`src/rtl/sci_alu_pkg.sv`:
```
`default_nettype none
// ============================================================================
// Module      : sci_alu_pkg
// Description : Shared widths, opcode type, reserved-opcode boundary and the
//               scheduler state encoding for the scientific ALU scheduler.
// Revision    : 1.0 - initial release
// ============================================================================
package sci_alu_pkg;

  localparam int SCI_ALU_DW  = 64;
  localparam int SCI_ALU_OPW = 4;

  typedef logic [SCI_ALU_OPW-1:0] sci_alu_opcode_t;

  // Opcodes at or above this value are reserved when opcode checking is built in
  localparam sci_alu_opcode_t SCI_ALU_OP_RSVD_FIRST = 4'hC;

  typedef enum logic [1:0] {
    SCHED_IDLE = 2'd0,
    SCHED_EXEC = 2'd1,
    SCHED_RESP = 2'd2
  } sci_alu_sched_state_t;

  function automatic logic sci_alu_op_reserved(input sci_alu_opcode_t op);
    return (op >= SCI_ALU_OP_RSVD_FIRST);
  endfunction

endpackage
`default_nettype wire

```
`src/rtl/sci_alu_scheduler_if.sv`:
```
`default_nettype none
// ============================================================================
// Module      : sci_alu_scheduler_if
// Description : Requester fabric and ALU-side signal bundle of the scheduler.
//               slave  = scheduler view, master = fabric / ALU view.
// Revision    : 1.0 - initial release
// ============================================================================
interface sci_alu_scheduler_if #(
  parameter int NREQ = 4
);
  import sci_alu_pkg::*;

  logic [NREQ-1:0]             req_valid;
  logic [NREQ-1:0]             req_ready;
  logic [NREQ*SCI_ALU_DW-1:0]  req_a;
  logic [NREQ*SCI_ALU_DW-1:0]  req_b;
  logic [NREQ*SCI_ALU_OPW-1:0] req_opcode;

  logic [NREQ-1:0]             rsp_valid;
  logic [NREQ-1:0]             rsp_ready;
  logic [SCI_ALU_DW-1:0]       rsp_result;
  logic                        rsp_exception;
  logic                        rsp_error;

  logic                        alu_enable;
  logic [SCI_ALU_DW-1:0]       alu_a_in;
  logic [SCI_ALU_DW-1:0]       alu_b_in;
  sci_alu_opcode_t             alu_opcode;
  logic [SCI_ALU_DW-1:0]       alu_result_out;
  logic                        alu_exception;
  logic                        alu_error;

  modport slave (
    input  req_valid, req_a, req_b, req_opcode, rsp_ready,
           alu_result_out, alu_exception, alu_error,
    output req_ready, rsp_valid, rsp_result, rsp_exception, rsp_error,
           alu_enable, alu_a_in, alu_b_in, alu_opcode
  );

  modport master (
    output req_valid, req_a, req_b, req_opcode, rsp_ready,
           alu_result_out, alu_exception, alu_error,
    input  req_ready, rsp_valid, rsp_result, rsp_exception, rsp_error,
           alu_enable, alu_a_in, alu_b_in, alu_opcode
  );

endinterface
`default_nettype wire

```
`src/rtl/sci_alu_rr_arbiter.sv`:
```
`default_nettype none
// ============================================================================
// Module      : sci_alu_rr_arbiter
// Description : Combinational NREQ-way round-robin pick. Grants the first
//               set request at or after ptr, wrapping around.
// Revision    : 1.0 - initial release
// ============================================================================
module sci_alu_rr_arbiter #(
  parameter int NREQ = 4,
  parameter int IDXW = (NREQ > 1) ? $clog2(NREQ) : 1
) (
  input  wire logic [NREQ-1:0] req,
  input  wire logic [IDXW-1:0] ptr,
  output logic      [NREQ-1:0] grant,
  output logic      [IDXW-1:0] grant_idx,
  output logic                 grant_any
);

  logic [IDXW-1:0] w_k;

  // Scan from the pointer upward; the first hit wins
  always_comb begin
    grant     = '0;
    grant_idx = '0;
    grant_any = 1'b0;
    w_k       = '0;
    for (int i = 0; i < NREQ; i++) begin
      w_k = IDXW'((int'(ptr) + i) % NREQ);
      if (!grant_any && req[w_k]) begin
        grant[w_k] = 1'b1;
        grant_idx  = w_k;
        grant_any  = 1'b1;
      end
    end
  end

endmodule
`default_nettype wire

```
`src/rtl/sci_alu_scheduler.sv`:
```
`default_nettype none
// ============================================================================
// Module      : sci_alu_scheduler
// Description : Round-robin sharing of one latched scientific ALU between
//               NREQ requesters. Operands are registered at grant, held on the
//               ALU for LATENCY enabled cycles, and the captured result/flags
//               are returned to the owning requester.
//               Optional build macro SCI_ALU_SCHED_OPCHK_EN: opcodes 4'hC..4'hF
//               bypass the ALU and answer immediately with rsp_error set.
// Revision    : 1.0 - initial release
// ============================================================================
module sci_alu_scheduler
  import sci_alu_pkg::*;
#(
  parameter int NREQ    = 4,
  parameter int LATENCY = 2
) (
  input  wire logic           clk,
  input  wire logic           rst,
  sci_alu_scheduler_if.slave  bus
);

  localparam int c_pw = (NREQ > 1) ? $clog2(NREQ) : 1;
  localparam int c_cw = (LATENCY > 1) ? $clog2(LATENCY) : 1;
  localparam logic [c_cw-1:0] c_cnt_last = c_cw'(LATENCY - 1);

  sci_alu_sched_state_t   r_state;
  logic [c_pw-1:0]        r_rr_ptr;
  logic [c_pw-1:0]        r_owner;
  logic [c_cw-1:0]        r_cnt;
  logic [SCI_ALU_DW-1:0]  r_a;
  logic [SCI_ALU_DW-1:0]  r_b;
  sci_alu_opcode_t        r_op;
  logic                   r_alu_enable;
  logic [NREQ-1:0]        r_rsp_valid;
  logic [SCI_ALU_DW-1:0]  r_rsp_result;
  logic                   r_rsp_exception;
  logic                   r_rsp_error;

  logic [NREQ-1:0]        w_grant;
  logic [c_pw-1:0]        w_grant_idx;
  logic                   w_grant_any;
  logic                   w_accept;
  logic [SCI_ALU_DW-1:0]  w_sel_a;
  logic [SCI_ALU_DW-1:0]  w_sel_b;
  sci_alu_opcode_t        w_sel_op;
  logic                   w_sel_rsvd;
  logic [c_pw-1:0]        w_ptr_next;
  logic [NREQ-1:0]        w_owner_oh;

  sci_alu_rr_arbiter #(
    .NREQ (NREQ),
    .IDXW (c_pw)
  ) u_arb (
    .req       (bus.req_valid),
    .ptr       (r_rr_ptr),
    .grant     (w_grant),
    .grant_idx (w_grant_idx),
    .grant_any (w_grant_any)
  );

  // Grant is only offered while idle; rst masks it so reset values hold at once
  assign bus.req_ready = (r_state == SCHED_IDLE && !rst && w_grant_any) ? w_grant : '0;
  assign w_accept      = |(bus.req_valid & bus.req_ready);

  assign w_sel_a  = bus.req_a[int'(w_grant_idx) * SCI_ALU_DW +: SCI_ALU_DW];
  assign w_sel_b  = bus.req_b[int'(w_grant_idx) * SCI_ALU_DW +: SCI_ALU_DW];
  assign w_sel_op = bus.req_opcode[int'(w_grant_idx) * SCI_ALU_OPW +: SCI_ALU_OPW];

`ifdef SCI_ALU_SCHED_OPCHK_EN
  assign w_sel_rsvd = sci_alu_op_reserved(w_sel_op);
`else
  assign w_sel_rsvd = 1'b0;
`endif

  assign w_ptr_next = (w_grant_idx == c_pw'(NREQ - 1)) ? '0 : w_grant_idx + 1'b1;
  assign w_owner_oh = NREQ'(1) << r_owner;

  // ALU operands only ever come from the registers, never straight from req_*
  assign bus.alu_enable    = r_alu_enable;
  assign bus.alu_a_in      = r_a;
  assign bus.alu_b_in      = r_b;
  assign bus.alu_opcode    = r_op;
  assign bus.rsp_valid     = r_rsp_valid;
  assign bus.rsp_result    = r_rsp_result;
  assign bus.rsp_exception = r_rsp_exception;
  assign bus.rsp_error     = r_rsp_error;

  // Scheduler FSM: grant/capture in IDLE, hold ALU in EXEC, return result in RESP
  always_ff @(posedge clk or posedge rst) begin
    if (rst) begin
      r_state         <= SCHED_IDLE;
      r_rr_ptr        <= '0;
      r_owner         <= '0;
      r_cnt           <= '0;
      r_a             <= '0;
      r_b             <= '0;
      r_op            <= '0;
      r_alu_enable    <= 1'b0;
      r_rsp_valid     <= '0;
      r_rsp_result    <= '0;
      r_rsp_exception <= 1'b0;
      r_rsp_error     <= 1'b0;
    end else begin
      case (r_state)
        SCHED_IDLE: begin
          if (w_accept) begin
            r_a      <= w_sel_a;
            r_b      <= w_sel_b;
            r_op     <= w_sel_op;
            r_owner  <= w_grant_idx;
            r_rr_ptr <= w_ptr_next;
            r_cnt    <= '0;
            if (w_sel_rsvd) begin
              // Reserved opcode: answer without touching the ALU
              r_rsp_result    <= '0;
              r_rsp_error     <= 1'b1;
              r_rsp_exception <= 1'b0;
              r_rsp_valid     <= w_grant;
              r_state         <= SCHED_RESP;
            end else begin
              r_alu_enable <= 1'b1;
              r_state      <= SCHED_EXEC;
            end
          end
        end
        SCHED_EXEC: begin
          if (r_cnt == c_cnt_last) begin
            r_rsp_result    <= bus.alu_result_out;
            r_rsp_exception <= bus.alu_exception;
            r_rsp_error     <= bus.alu_error;
            r_alu_enable    <= 1'b0;
            r_rsp_valid     <= w_owner_oh;
            r_state         <= SCHED_RESP;
          end else begin
            r_cnt <= r_cnt + 1'b1;
          end
        end
        SCHED_RESP: begin
          if (bus.rsp_ready[r_owner]) begin
            r_rsp_valid <= '0;
            r_state     <= SCHED_IDLE;
          end
        end
        default: begin
          r_state <= SCHED_IDLE;
        end
      endcase
    end
  end

endmodule
`default_nettype wire

```
`src/flat_wrapper.sv`:
```
// flat-port wrapper written by rule: the top's interface ports become plain ports
module sci_alu_scheduler_flat import sci_alu_pkg::*;
#(
  parameter int NREQ    = 4,
  parameter int LATENCY = 2
)
  (clk, rst, bus_req_valid, bus_req_a, bus_req_b, bus_req_opcode, bus_rsp_ready, bus_alu_result_out, bus_alu_exception, bus_alu_error, bus_req_ready, bus_rsp_valid, bus_rsp_result, bus_rsp_exception, bus_rsp_error, bus_alu_enable, bus_alu_a_in, bus_alu_b_in, bus_alu_opcode);
  sci_alu_scheduler_if #(.NREQ(NREQ)) bus_i ();
  input  wire logic clk;
  input  wire logic rst;
  input wire logic [$bits(bus_i.req_valid)-1:0] bus_req_valid;
  input wire logic [$bits(bus_i.req_a)-1:0] bus_req_a;
  input wire logic [$bits(bus_i.req_b)-1:0] bus_req_b;
  input wire logic [$bits(bus_i.req_opcode)-1:0] bus_req_opcode;
  input wire logic [$bits(bus_i.rsp_ready)-1:0] bus_rsp_ready;
  input wire logic [$bits(bus_i.alu_result_out)-1:0] bus_alu_result_out;
  input wire logic [$bits(bus_i.alu_exception)-1:0] bus_alu_exception;
  input wire logic [$bits(bus_i.alu_error)-1:0] bus_alu_error;
  output wire logic [$bits(bus_i.req_ready)-1:0] bus_req_ready;
  output wire logic [$bits(bus_i.rsp_valid)-1:0] bus_rsp_valid;
  output wire logic [$bits(bus_i.rsp_result)-1:0] bus_rsp_result;
  output wire logic [$bits(bus_i.rsp_exception)-1:0] bus_rsp_exception;
  output wire logic [$bits(bus_i.rsp_error)-1:0] bus_rsp_error;
  output wire logic [$bits(bus_i.alu_enable)-1:0] bus_alu_enable;
  output wire logic [$bits(bus_i.alu_a_in)-1:0] bus_alu_a_in;
  output wire logic [$bits(bus_i.alu_b_in)-1:0] bus_alu_b_in;
  output wire logic [$bits(bus_i.alu_opcode)-1:0] bus_alu_opcode;
  assign bus_i.req_valid = bus_req_valid;
  assign bus_i.req_a = bus_req_a;
  assign bus_i.req_b = bus_req_b;
  assign bus_i.req_opcode = bus_req_opcode;
  assign bus_i.rsp_ready = bus_rsp_ready;
  assign bus_i.alu_result_out = bus_alu_result_out;
  assign bus_i.alu_exception = bus_alu_exception;
  assign bus_i.alu_error = bus_alu_error;
  assign bus_req_ready = bus_i.req_ready;
  assign bus_rsp_valid = bus_i.rsp_valid;
  assign bus_rsp_result = bus_i.rsp_result;
  assign bus_rsp_exception = bus_i.rsp_exception;
  assign bus_rsp_error = bus_i.rsp_error;
  assign bus_alu_enable = bus_i.alu_enable;
  assign bus_alu_a_in = bus_i.alu_a_in;
  assign bus_alu_b_in = bus_i.alu_b_in;
  assign bus_alu_opcode = bus_i.alu_opcode;
  sci_alu_scheduler #(.NREQ(NREQ), .LATENCY(LATENCY)) u_core (.clk(clk), .rst(rst), .bus(bus_i));
endmodule
```
`config.mk`:
```
export PLATFORM = sky130hd
export DESIGN_NAME = sci_alu_scheduler_flat
export DESIGN_NICKNAME = d
export VERILOG_FILES = /design/src/rtl/sci_alu_pkg.sv /design/src/rtl/sci_alu_scheduler_if.sv /design/src/rtl/sci_alu_rr_arbiter.sv /design/src/rtl/sci_alu_scheduler.sv /design/src/flat_wrapper.sv
export SDC_FILE = /design/constraint.sdc
export NUM_CORES = 1
export LEC_CHECK = 0
export ABC_AREA = 1
export BUFFER_PORTS_ARGS = -buffer_cell sky130_fd_sc_hd__buf_2
export CAP_MARGIN = 0
export CORE_AREA = 2 2 313 315
export CTS_BUF_LIST = sky130_fd_sc_hd__clkbuf_16
export CTS_CLUSTER_DIAMETER = 40
export DETAILED_ROUTE_END_ITERATION = 8
export DIE_AREA = 0 0 315 317
export SYNTH_ARGS = -nofsm -noshare
export SYNTH_HDL_FRONTEND = slang
export SYNTH_SLANG_ARGS = --single-unit
```
`constraint.sdc`:
```
create_clock -name clk -period 5.9 [get_ports clk]
set_input_delay 0.59 -clock clk [delete_from_list [all_inputs] [get_ports clk]]
set_output_delay 0.59 -clock clk [all_outputs]
set_load 0.02 [all_outputs]
```
==> impl_metrics.env, run 1 <==
export IMPL_syn2layout_area_growth_pct=44.1
export IMPL_synth_top_cell_area_share_pct=34.0
export IMPL_drv_slew=0
export IMPL_critPathBufInv=3
export IMPL_seq_area_frac_synth_pct=34.0
export IMPL_ir_worst_vdd_uv=623
export IMPL_worstSetupStartpointType="flip-flop"
export IMPL_grt_start_max_net_pins=141
export IMPL_firstDrtPassIters=5
export IMPL_dpl_hpwl_mm=62.3
export IMPL_route_met2_wl_mm=38.8
export IMPL_fin_setup_tns_ps=0
export IMPL_drcViolationCount=0
export IMPL_synthFlopType="dfrtp_1"
export IMPL_async_flop_share_pct=100
export IMPL_die_area_sq_mm=0.0999
export IMPL_routedWlPerCell_um=17.5
export IMPL_fill_cells=11019
export IMPL_synth_area_leader_cell="dfrtp_1"
export IMPL_grt_pass1_wl_mm=116
export IMPL_worstMarginPinSlew_ps=946
export IMPL_finalSetupViolCount=0
export IMPL_cp_required_ps=6350
export IMPL_cts_sinks=210
export IMPL_first_iter_violations=1289
export IMPL_cp_end_kind="flip-flop"
export IMPL_rsz0062_at_grt="false"
export IMPL_ys_types=29
export IMPL_clkTransAtPathRegs_ps=50
export IMPL_max_cap_viol_count=0
export IMPL_cts_resized=0
export IMPL_gp_congestion=0.886
export IMPL_design_portCount=811
export IMPL_critPathArrivalTime_ps=4610
export IMPL_status="complete, no violations"
export IMPL_synthMuxAreaShare_pct=0
export IMPL_crit_fanout=121
export IMPL_synth_xor_area_share_pct=0
export IMPL_syn_num_nets=3197
export IMPL_wl_mm=80.8
export IMPL_maxSlewHeadroom_pct=36.9
export IMPL_drive_gt1_share_pct=28.1
export IMPL_netlist_top_cells_area="dfrtp_1, nand2_1, nand3_1"
export IMPL_die_y_um=317
export IMPL_syn_avg_cell_area_sq_um=5.97
export IMPL_cp_startpoint="u_core.r_rr_ptr[0]"
export IMPL_cts_root_buffer="clkbuf_16"
export IMPL_yosysWarnings=0
export IMPL_yosysMostFrequentCell="nand2_1"
export IMPL_finalNetCount=3905
export IMPL_power_leakage_uw=0.0140
export IMPL_fp_coreArea_sq_mm=0.0963
export IMPL_cts_tree="yes"
export IMPL_period_share_pct=70.6
export IMPL_overflow=0
export IMPL_syn_cell_area_sq_mm=0.0154
export IMPL_antenna_found_initial=44
export IMPL_clock_latency_ps=570
export IMPL_period_minus_slack_ps=4160
export IMPL_fmax_mhz=240
export IMPL_htree_levels=2
export IMPL_cts_made_buffers=48
export IMPL_clock_skew_ps=12.3
export IMPL_syn_instance_count=2585
export IMPL_endpoint="u_core.bus.alu_b_in[4]"
export IMPL_final_antenna_net_count=0
export IMPL_ys_top_cells_by_count="nand2_1, nand3_1, inv_1"
export IMPL_synth_seq_cells=210
export IMPL_path_depth=14
export IMPL_cts_buffer_depth=3
export IMPL_worstSetupPathType="flip-flop to flip-flop"
export IMPL_synth_edf_count=0
export IMPL_first_global_vias=18477
export IMPL_postCtsSetupRepairBufs=0
export IMPL_reg2reg_to="u_core.bus.alu_b_in[4]"
export IMPL_synth_top_family_by_area="simple AND/OR/NAND/NOR gates"
export IMPL_path_common_cell="nand2_1"
export IMPL_io_buffers=810
export IMPL_gr_usage_all_layers_pct=15.4
export IMPL_wl_met1_mm=32.7
export IMPL_synth_compound_area_share_pct=4.81
export IMPL_reg2reg_from="u_core.r_rr_ptr[0]"
export IMPL_r2r_slack_ps=1740
export IMPL_crit_chain="inv_6 -> ha_1 -> inv_1 -> nand3_1 -> nand2_1 -> nor2_4 -> nand4_4 -> nand3_4 -> buf_12 -> nand2_1 -> nand3_1 -> nand2_1 -> o21ai_1 -> nand2_1"
export IMPL_synthSimpleGateAreaFrac_pct=41.4
export IMPL_top_layer_used="met5"
export IMPL_reg2reg_depth=14
export IMPL_vias=19142
export IMPL_start_util_pct=16.0
export IMPL_cp_top_family="simple AND/OR/NAND/NOR gates"
export IMPL_rows=114
export IMPL_slowest_stage="dfrtp_1"
export IMPL_synthAdderAreaFrac_pct=0.648
export IMPL_slowest_delay_ps=650
export IMPL_finalHoldViolCount=0
export IMPL_routed_via_density=4.15
export IMPL_wl_met3_mm=6.75
export IMPL_p_per_area_mw_per_mm2=701
export IMPL_holdWs_ps=150
export IMPL_holdBufCountCts=0
export IMPL_die_w_um=315
export IMPL_holdCritPathClass="input port to async pin"
cell usage in the layout, fill, tap and decap left out:
cell type and instances:
a21boi_0 5, a21oi_1 3, buf_12 8, buf_2 810
buf_4 16, bufinv_16 8, clkbuf_16 49, clkinv_1 10
clkinv_2 10, clkinv_4 2, clkinvlp_4 6, dfrtp_1 210
diode_2 6, ha_1 8, inv_1 549, inv_16 2
inv_2 3, inv_6 4, nand2_1 904, nand2_2 5
nand2_4 3, nand2_8 1, nand3_1 557, nand3_2 2
nand3_4 1, nand3b_1 1, nand4_1 6, nand4_4 1
nor2_1 5, nor2_2 1, nor2_4 3, nor2_8 1
nor3_1 1, o21ai_0 42, o21ai_1 96
sequential cells by signal, indices dropped and copies added, names as in the netlist:
register,count
u_core.r_owner,2
u_core.bus.alu_opcode,4
u_core.bus.alu_a_in,64
u_core.bus.alu_b_in,64
u_core.bus.rsp_valid,4
u_core.bus.rsp_exception,1
u_core.bus.rsp_error,1
u_core.bus.alu_enable,1
u_core.r_state,2
u_core.r_cnt,1
u_core.bus.rsp_result,64
u_core.r_rr_ptr,2
where the power goes:
group	switching (uW)	internal (uW)	total, uW
clock network	948	1860	2810
registers	433	2170	2610
logic	7130	3050	10200
metrics by stage:
| step | area (sq um) | total power (uW) | util [%] | worst slack [ps] | instances |
|---|---|---|---|---|---|
| 2_1_floorplan | 15400 | 9590 | - | 2580 | 2585 |
| 5_1_grt | 22300 | 17000 | 23.1 | 1380 | 4614 |
| 4_1_cts | 22200 | 15800 | 23.1 | 1780 | 4609 |
| 6_report | 22300 | 15600 | 23.1 | 1740 | 4615 |
| 3_5_place_dp | 20600 | 12900 | 21.4 | 1810 | 4519 |
| 3_3_place_gp | 20600 | 12900 | 21.4 | 1810 | 4519 |
worst reg2reg max path: cells and delay by family, from the launching register on:
family	cells	cell delay (ps)
and+or+nand+nor	9	2310
AOI/OAI and AO/OA	1	80
DFF	1	650
buffers and inverters	3	580
adders and majority gates	1	400
worst min path at each step:
stage,to,slack (ps),cells after the start
floorplan,u_core.r_state[0],460,1
detailed placement,u_core.bus.rsp_error,450,2
global placement,u_core.bus.rsp_result[17],450,2
global route,u_core.r_owner[0],170,2
finish,u_core.r_state[0],150,2
CTS,u_core.r_owner[0],120,2
cells by family (layout without fill, tap and decap cells):
family / Yosys count / after routing
compound gates: 146 / 146
fa+ha+maj: 8 / 8
buf+inv: 729 / 1477
flops: 210 / 210
other cells: 0 / 6
simple gates: 1492 / 1492
layer usage:
layer / track usage (%) / vias to the layer above
met3: 4.27 / 151
li1: - / 9262
met5: 0 / -
met4: 4.97 / 42
met1: 18.4 / 8822
met2: 26.7 / 865
final cells by class:
cell class                      instances  area (sq um)  share of cell area, %
Antenna cell                            6          15.0                 0.0674
Clock buffer                           49          1230                   5.51
Clock inverter                         41           448                   2.01
Inverter                              553          2090                   9.39
Multi-Input combinational cell       1646          7300                   32.8
Sequential cell                       210          5260                   23.6
Tap cell                             1276          1600                   7.17
Timing Repair Buffer                  834          4330                   19.5
Note: power is estimated with default switching activity, not from simulation.
==> run 2, diff against run 1 <==
--- a/config.mk
+++ b/config.mk
@@ -5,14 +5,14 @@
 export SDC_FILE = /design/constraint.sdc
 export NUM_CORES = 1
 export LEC_CHECK = 0
-export ABC_AREA = 1
+export ABC_AREA = 0
 export BUFFER_PORTS_ARGS = -buffer_cell sky130_fd_sc_hd__buf_2
 export CAP_MARGIN = 0
-export CORE_AREA = 2 2 313 315
+export CORE_AREA = 2 2 314 316
 export CTS_BUF_LIST = sky130_fd_sc_hd__clkbuf_16
 export CTS_CLUSTER_DIAMETER = 40
 export DETAILED_ROUTE_END_ITERATION = 8
-export DIE_AREA = 0 0 315 317
+export DIE_AREA = 0 0 316 318
 export SYNTH_ARGS = -nofsm -noshare
 export SYNTH_HDL_FRONTEND = slang
 export SYNTH_SLANG_ARGS = --single-unit
==> constraint.sdc (replaced) <==
create_clock -name clk -period 4.2 [get_ports clk]
set_input_delay 0.42 -clock clk [delete_from_list [all_inputs] [get_ports clk]]
set_output_delay 0.42 -clock clk [all_outputs]
set_load 0.02 [all_outputs]
==> run 2 against run 1 <==
Combinational power is 15% lower. Global-route usage is 4.4 points lower. Worst setup slack worse by 820 ps. Sequential share of layout area grew 3.5 points. Final area decreased by 13%. Flip-flop and latch count did not move. Critical path depth down 4. Largest cell class unchanged. Clock skew rose by 8.1 ps. Sequential power rose by 41%. Count of clock-buffer cells in the layout decreased by 2. First-iteration DRC count decreased by 57%. Maximum frequency is 27% higher.
==> impl_metrics.env, run 2 <==
export IMPL_die_area_sq_mm=0.100
export IMPL_period_share_pct=78.2
export IMPL_synth_top_family_by_area="multiplexers"
export IMPL_synth_compound_area_share_pct=2.14
export IMPL_die_y_um=318
export IMPL_maxSlewHeadroom_pct=30.2
export IMPL_grt_start_max_net_pins=76
export IMPL_worstSetupPathType="flip-flop to flip-flop"
export IMPL_postCtsSetupRepairBufs=0
export IMPL_synthFlopType="dfrtp_1"
export IMPL_grt_use_met3_pct=5.45
export IMPL_ys_top_cells_by_count="dfrtp_1, nand2_1, mux4_2"
export IMPL_async_flop_share_pct=100
export IMPL_finalHoldViolCount=0
export IMPL_firstDrtPassIters=5
export IMPL_gp_congestion=0.915
export IMPL_clock_latency_ps=590
export IMPL_ir_worst_vdd_uv=446
export IMPL_rows=115
export IMPL_syn_avg_cell_area_sq_um=13.8
export IMPL_grt_most_used_layer="met2"
export IMPL_wl_mm=57.7
export IMPL_synth_edf_count=0
export IMPL_dp_cells=2908
export IMPL_rsz0062_at_grt="false"
export IMPL_drv_slew=0
export IMPL_routed_via_density=3.70
export IMPL_io_buffers=810
export IMPL_yosysMostFrequentCell="dfrtp_1"
export IMPL_total_power_uw=16000
export IMPL_syn_cell_area_sq_mm=0.0116
export IMPL_synth_area_leader_cell="dfrtp_1"
export IMPL_period_minus_slack_ps=3280
export IMPL_clock_skew_ps=20.4
export IMPL_final_antenna_net_count=0
export IMPL_p_per_area_mw_per_mm2=824
export IMPL_gr_usage_met2_pct=19.2
export IMPL_holdWs_ps=68.2
export IMPL_hold_start="bus_alu_result_out[19]"
export IMPL_r2r_slack_ps=920
export IMPL_cts_resized=0
export IMPL_synth_seq_cells=210
export IMPL_syn2layout_area_growth_pct=67.5
export IMPL_cp_end_kind="flip-flop"
export IMPL_holdBufCountCts=47
export IMPL_synth_top_cell_area_share_pct=45.4
export IMPL_reg2reg_depth=10
export IMPL_first_iter_violations=559
export IMPL_finalSetupViolCount=0
export IMPL_design_portCount=811
export IMPL_finalNetCount=2328
export IMPL_fill_cells=10565
export IMPL_cts_sinks=210
export IMPL_synthSimpleGateAreaFrac_pct=8.18
export IMPL_grt_pass1_wl_mm=79.7
export IMPL_worstMarginPinSlew_ps=1050
export IMPL_max_cap_viol_count=0
export IMPL_power_leakage_uw=0.00922
export IMPL_dpl_hpwl_mm=47.2
export IMPL_yosysWarnings=0
export IMPL_seq_area_frac_synth_pct=45.4
export IMPL_mostFrequentLayoutCell="buf_2"
export IMPL_drive_gt1_share_pct=61.8
export IMPL_status="complete, no violations"
export IMPL_synthMuxAreaShare_pct=39.9
export IMPL_routedWlPerCell_um=18.9
export IMPL_clkTransAtPathRegs_ps=50
export IMPL_netlist_top_cells_area="dfrtp_1, mux4_2, mux2_1"
export IMPL_hold_depth=3
export IMPL_cp_required_ps=4670
export IMPL_htree_levels=2
export IMPL_first_global_vias=11983
export IMPL_syn_num_nets=1451
export IMPL_synth_xor_area_share_pct=0
export IMPL_cts_root_buffer="clkbuf_16"
export IMPL_gr_usage_all_layers_pct=11.0
export IMPL_die_w_um=316
export IMPL_antenna_found_initial=31
export IMPL_reg2reg_from="u_core.r_rr_ptr[0]"
export IMPL_fmax_mhz=304
export IMPL_overflow=0
export IMPL_met1_usage_pct=11.0
export IMPL_cts_buffer_depth=3
export IMPL_cts_tree="yes"
export IMPL_holdCritPathClass="input port to flip-flop"
export IMPL_fin_setup_tns_ps=0
export IMPL_worstSetupStartpointType="flip-flop"
export IMPL_fp_coreArea_sq_mm=0.0974
export IMPL_drcViolationCount=0
export IMPL_final_cells=3049
export IMPL_holdPathEnd="u_core.bus.rsp_result[19]"
export IMPL_reg2reg_to="u_core.bus.alu_b_in[45]"
export IMPL_synthAdderAreaFrac_pct=0.864
export IMPL_syn_instance_count=839
export IMPL_crit_fanout=30
export IMPL_mostFrequentLayoutCells="buf_2, dfrtp_1, nand2_1, mux4_2, mux2_1"
export IMPL_cts_made_buffers=46
export IMPL_critPathArrivalTime_ps=3750
export IMPL_multi_input_area_sq_mm=0.00595
export IMPL_start_util_pct=11.9
export IMPL_regArea_sq_mm=0.00526
export IMPL_vias=11271
export IMPL_ys_types=39
[run 2: changes by cell type after synthesis, moves of 39 or more]
cell      change
inv_1       -537
o21ai_1      -95
mux2_1      +119
o21ai_0      -39
nand2_1     -701
mux4_2      +136
nand3_1     -553
clkbuf_1     -49
[run 2: cell families (layout without fill, tap and decap cells)]
| group | after synthesis | in the layout |
|---|---|---|
| mux | 275 | 275 |
| simple gates | 237 | 237 |
| flops | 210 | 210 |
| buf+inv | 75 | 989 |
| compound gates | 34 | 34 |
| fa+ha+maj | 8 | 8 |
| other cells | 0 | 9 |
[run 2: how the worst max path moves through the flow]
stage,cells past startpoint,from,slack [ps],end
2_1_floorplan,12,u_core.r_rr_ptr[0],800,u_core.bus.alu_b_in[10]
3_3_place_gp,10,u_core.r_rr_ptr[0],940,u_core.bus.alu_b_in[39]
3_5_place_dp,10,u_core.r_rr_ptr[0],890,u_core.bus.alu_b_in[54]
4_1_cts,10,u_core.r_rr_ptr[0],880,u_core.bus.alu_a_in[45]
5_1_grt,10,u_core.r_rr_ptr[0],740,u_core.bus.alu_a_in[12]
6_report,10,u_core.r_rr_ptr[0],920,u_core.bus.alu_b_in[45]
[run 2: final cells by class]
| type | instances | area share [%] |
|---|---|---|
| diodes | 9 | 0.116 |
| clock buffers | 47 | 6.06 |
| clock inverters | 38 | 2.03 |
| inverters | 11 | 0.232 |
| multi-input cells | 554 | 30.7 |
| flip-flops and latches | 210 | 27.1 |
| well taps | 1287 | 8.30 |
| repair buffers | 893 | 25.5 |
[run 2: critical path: stages (launching register included)]
cell and delay, ps:
dfrtp_1 350, inv_1 90, ha_1 450, mux2i_1 220, a211oi_1 60, o32a_1 370, nand2_4 150, buf_12 250
buf_12 260, mux4_2 520, mux2_1 300
[run 2: power breakdown]
part | switching (uW) | total (uW) | leakage [uW] | internal [uW]
registers | 577 | 3690 | 0.00251 | 3110
clock network | 1270 | 3680 | 0.000772 | 2410
logic | 4760 | 8620 | 0.00593 | 3850
[run 2: routing by layer]
layer | wire length, um | up-vias
met3 | 7100 | 125
met1 | 19700 | 5579
li1 | - | 4910
met2 | 28400 | 629
met4 | 2300 | 28
met5 | 173 | -
[run 2: through the flow]
stage	utilization [%]	setup WS [ps]	cell area [sq um]
detailed placement	17.8	890	17300
global route	19.9	744	19400
floorplan	-	797	11600
global placement	17.8	941	17300
CTS	19.9	883	19400
finish	19.9	916	19400
==> run 3, diff against run 2 <==
--- a/config.mk
+++ b/config.mk
@@ -5,14 +5,14 @@
 export SDC_FILE = /design/constraint.sdc
 export NUM_CORES = 1
 export LEC_CHECK = 0
-export ABC_AREA = 0
+export ABC_AREA = 1
 export BUFFER_PORTS_ARGS = -buffer_cell sky130_fd_sc_hd__buf_2
 export CAP_MARGIN = 0
-export CORE_AREA = 2 2 314 316
+export CORE_AREA = 2 2 313 315
 export CTS_BUF_LIST = sky130_fd_sc_hd__clkbuf_16
 export CTS_CLUSTER_DIAMETER = 40
 export DETAILED_ROUTE_END_ITERATION = 8
-export DIE_AREA = 0 0 316 318
+export DIE_AREA = 0 0 315 317
 export SYNTH_ARGS = -nofsm -noshare
 export SYNTH_HDL_FRONTEND = slang
 export SYNTH_SLANG_ARGS = --single-unit
==> constraint.sdc (replaced) <==
create_clock -name clk -period 3.3 [get_ports clk]
set_input_delay 0.33 -clock clk [delete_from_list [all_inputs] [get_ports clk]]
set_output_delay 0.33 -clock clk [all_outputs]
set_load 0.02 [all_outputs]
==> run 3 against run 2 <==
Count of clock-buffer cells in the layout increased by 3. Sequential power grew 25%. Clock skew increased by 7.5 ps. Non-clock buffer count grew 71. Critical endpoint is now bus_req_ready[3]. Largest power group unchanged. Highest routed layer unchanged.
==> impl_metrics.env, run 3 (synthesis gave the netlist of run 1 again) <==
export IMPL_status="complete, no violations"
export IMPL_ir_worst_vdd_uv=570
export IMPL_slowest_stage="dfrtp_1"
export IMPL_dp_cells=4581
export IMPL_cp_end_kind="output port"
export IMPL_cp_required_ps=2970
export IMPL_fp_coreArea_sq_mm=0.0963
export IMPL_gr_usage_all_layers_pct=16.0
export IMPL_placed_area_sq_mm=0.0213
export IMPL_die_y_um=317
export IMPL_final_cells=4746
export IMPL_routedWlPerCell_um=17.6
export IMPL_start_util_pct=16.0
export IMPL_drive_gt1_share_pct=29.1
export IMPL_design_portCount=811
export IMPL_wl_mm=83.4
export IMPL_gp_congestion=0.950
export IMPL_rows=114
export IMPL_cp_top_family="simple AND/OR/NAND/NOR gates"
export IMPL_dpl_hpwl_mm=65.8
export IMPL_first_global_vias=19012
export IMPL_finalNetCount=4037
export IMPL_antenna_found_initial=30
export IMPL_fin_area_sq_mm=0.0238
export IMPL_grt_start_max_net_pins=84
export IMPL_critPathBufInv=4
export IMPL_die_w_um=315
export IMPL_total_power_uw=30000
export IMPL_crit_chain="inv_6 -> ha_2 -> inv_1 -> nand3_1 -> nand2_1 -> nor2_2 -> a21oi_1 -> nand3_1 -> nand2_1 -> inv_1 -> buf_2"
export IMPL_drv_slew=0
export IMPL_slowest_delay_ps=410
export IMPL_die_area_sq_mm=0.0999
export IMPL_clock_skew_ps=27.8
export IMPL_worstSetupPathType="flip-flop to output port"
export IMPL_period_share_pct=91.3
export IMPL_syn2layout_area_growth_pct=53.8
export IMPL_mostFrequentLayoutCell="nand2_1"
export IMPL_htree_levels=2
export IMPL_crit_fanout=12
export IMPL_overflow=0
export IMPL_cts_root_buffer="clkbuf_16"
export IMPL_cts_sinks=210
export IMPL_io_buffers=810
export IMPL_power_leakage_uw=0.0148
export IMPL_cts_tree="yes"
export IMPL_fmax_mhz=332
export IMPL_critPathArrivalTime_ps=2680
export IMPL_first_iter_violations=1158
export IMPL_routed_via_density=4.13
export IMPL_firstDrtPassIters=7
export IMPL_max_cap_viol_count=0
export IMPL_fin_setup_tns_ps=0
export IMPL_worstSetupStartpointType="flip-flop"
export IMPL_finalSetupViolCount=0
export IMPL_clkTransAtPathRegs_ps=50
export IMPL_rsz0062_at_grt="false"
export IMPL_cts_made_buffers=50
export IMPL_clock_latency_ps=610
export IMPL_drcViolationCount=0
export IMPL_holdCritPathClass="input port to flip-flop"
export IMPL_mostFrequentLayoutCells="nand2_1, buf_2, nand3_1, inv_1, dfrtp_1"
export IMPL_vias=19578
export IMPL_p_per_area_mw_per_mm2=1260
export IMPL_maxSlewHeadroom_pct=43.1
export IMPL_worstMarginPinSlew_ps=853
export IMPL_period_minus_slack_ps=3010
export IMPL_grt_pass1_wl_mm=119
export IMPL_cts_buffer_depth=3
export IMPL_finalHoldViolCount=0
export IMPL_final_antenna_net_count=0
[run 3: cell count changes in the layout (fill, tap and decap cells not counted), sizes merged, moves of 5 or more]
| cell | delta |
|---|---|
| diode | -6 |
| nand4 | +6 |
| mux2i | -5 |
| inv | +547 |
| a21boi | +5 |
| buf | +51 |
| nand2 | +708 |
| mux4 | -136 |
| nand3 | +556 |
| o21ai | +134 |
| mux2 | -134 |
| dlygate4sd3 | +20 |
[run 3: final timing paths]
path                                           startpoint                         to  slack (ps)  depth (start not counted)
worst max-delay path                   u_core.r_rr_ptr[0]           bus_req_ready[3]         290                         11
worst min-delay path                bus_alu_result_out[6]   u_core.bus.rsp_result[6]          30                          3
worst max register to register         u_core.r_rr_ptr[0]     u_core.bus.alu_a_in[4]         390                         14
worst min register to register  u_core.bus.rsp_result[13]  u_core.bus.rsp_result[13]         460                          2
max in group asynchronous                             rst     u_core.bus.alu_b_in[0]        2020                          4
min in group asynchronous                             rst          u_core.r_state[0]         380                          3
[run 3: timing repair]
action                                 4_1_cts  5_1_grt
hold buffers                                67        0
endpoints found under the hold margin       81        0
setup endpoints to repair                    0        3
resized for setup                            0        1
setup buffers                                0        1
[run 3: area by class of cell]
| cell class | count | area, sq um |
|---|---|---|
| fill | 10918 | 72500 |
| multi-input combinational | 1646 | 7300 |
| timing repair buffer | 964 | 5720 |
| sequential | 210 | 5260 |
| inverter | 553 | 2090 |
| tap | 1276 | 1600 |
| clock buffer | 50 | 1250 |
| clock inverter | 44 | 538 |
| antenna | 3 | 7.51 |
[run 3: tightest hold or removal path, delay by kind of cell]
family	cells	cell delay (ps)
AND/OR/NAND/NOR	2	190
buffers and inverters	1	80
[run 3: where the power goes]
| group | leakage, uW | internal [uW] | switching [uW] |
|---|---|---|---|
| registers | 0.00262 | 3890 | 733 |
| clock network | 0.000867 | 3440 | 1830 |
| logic | 0.0113 | 6640 | 13400 |
| total | 0.0148 | 14000 | 16000 |
[run 3: stage by stage]
step	util (%)	hold WS [ps]	setup slack, ps
global route	24.7	34.0	36.4
floorplan	-	447	242
CTS	24.7	7.84	93.4
global placement	22.1	426	344
finish	24.7	31.5	287
detailed placement	22.1	433	379
[run 3: per-layer routing]
layer / global-route usage, % / routed length, um / vias up
met2: 27.7 / 39900 / 883
met4: 5.25 / 2740 / 24
met3: 4.03 / 6650 / 169
met1: 19.2 / 34000 / 8986
met5: 0 / 148 / -
li1: - / - / 9516
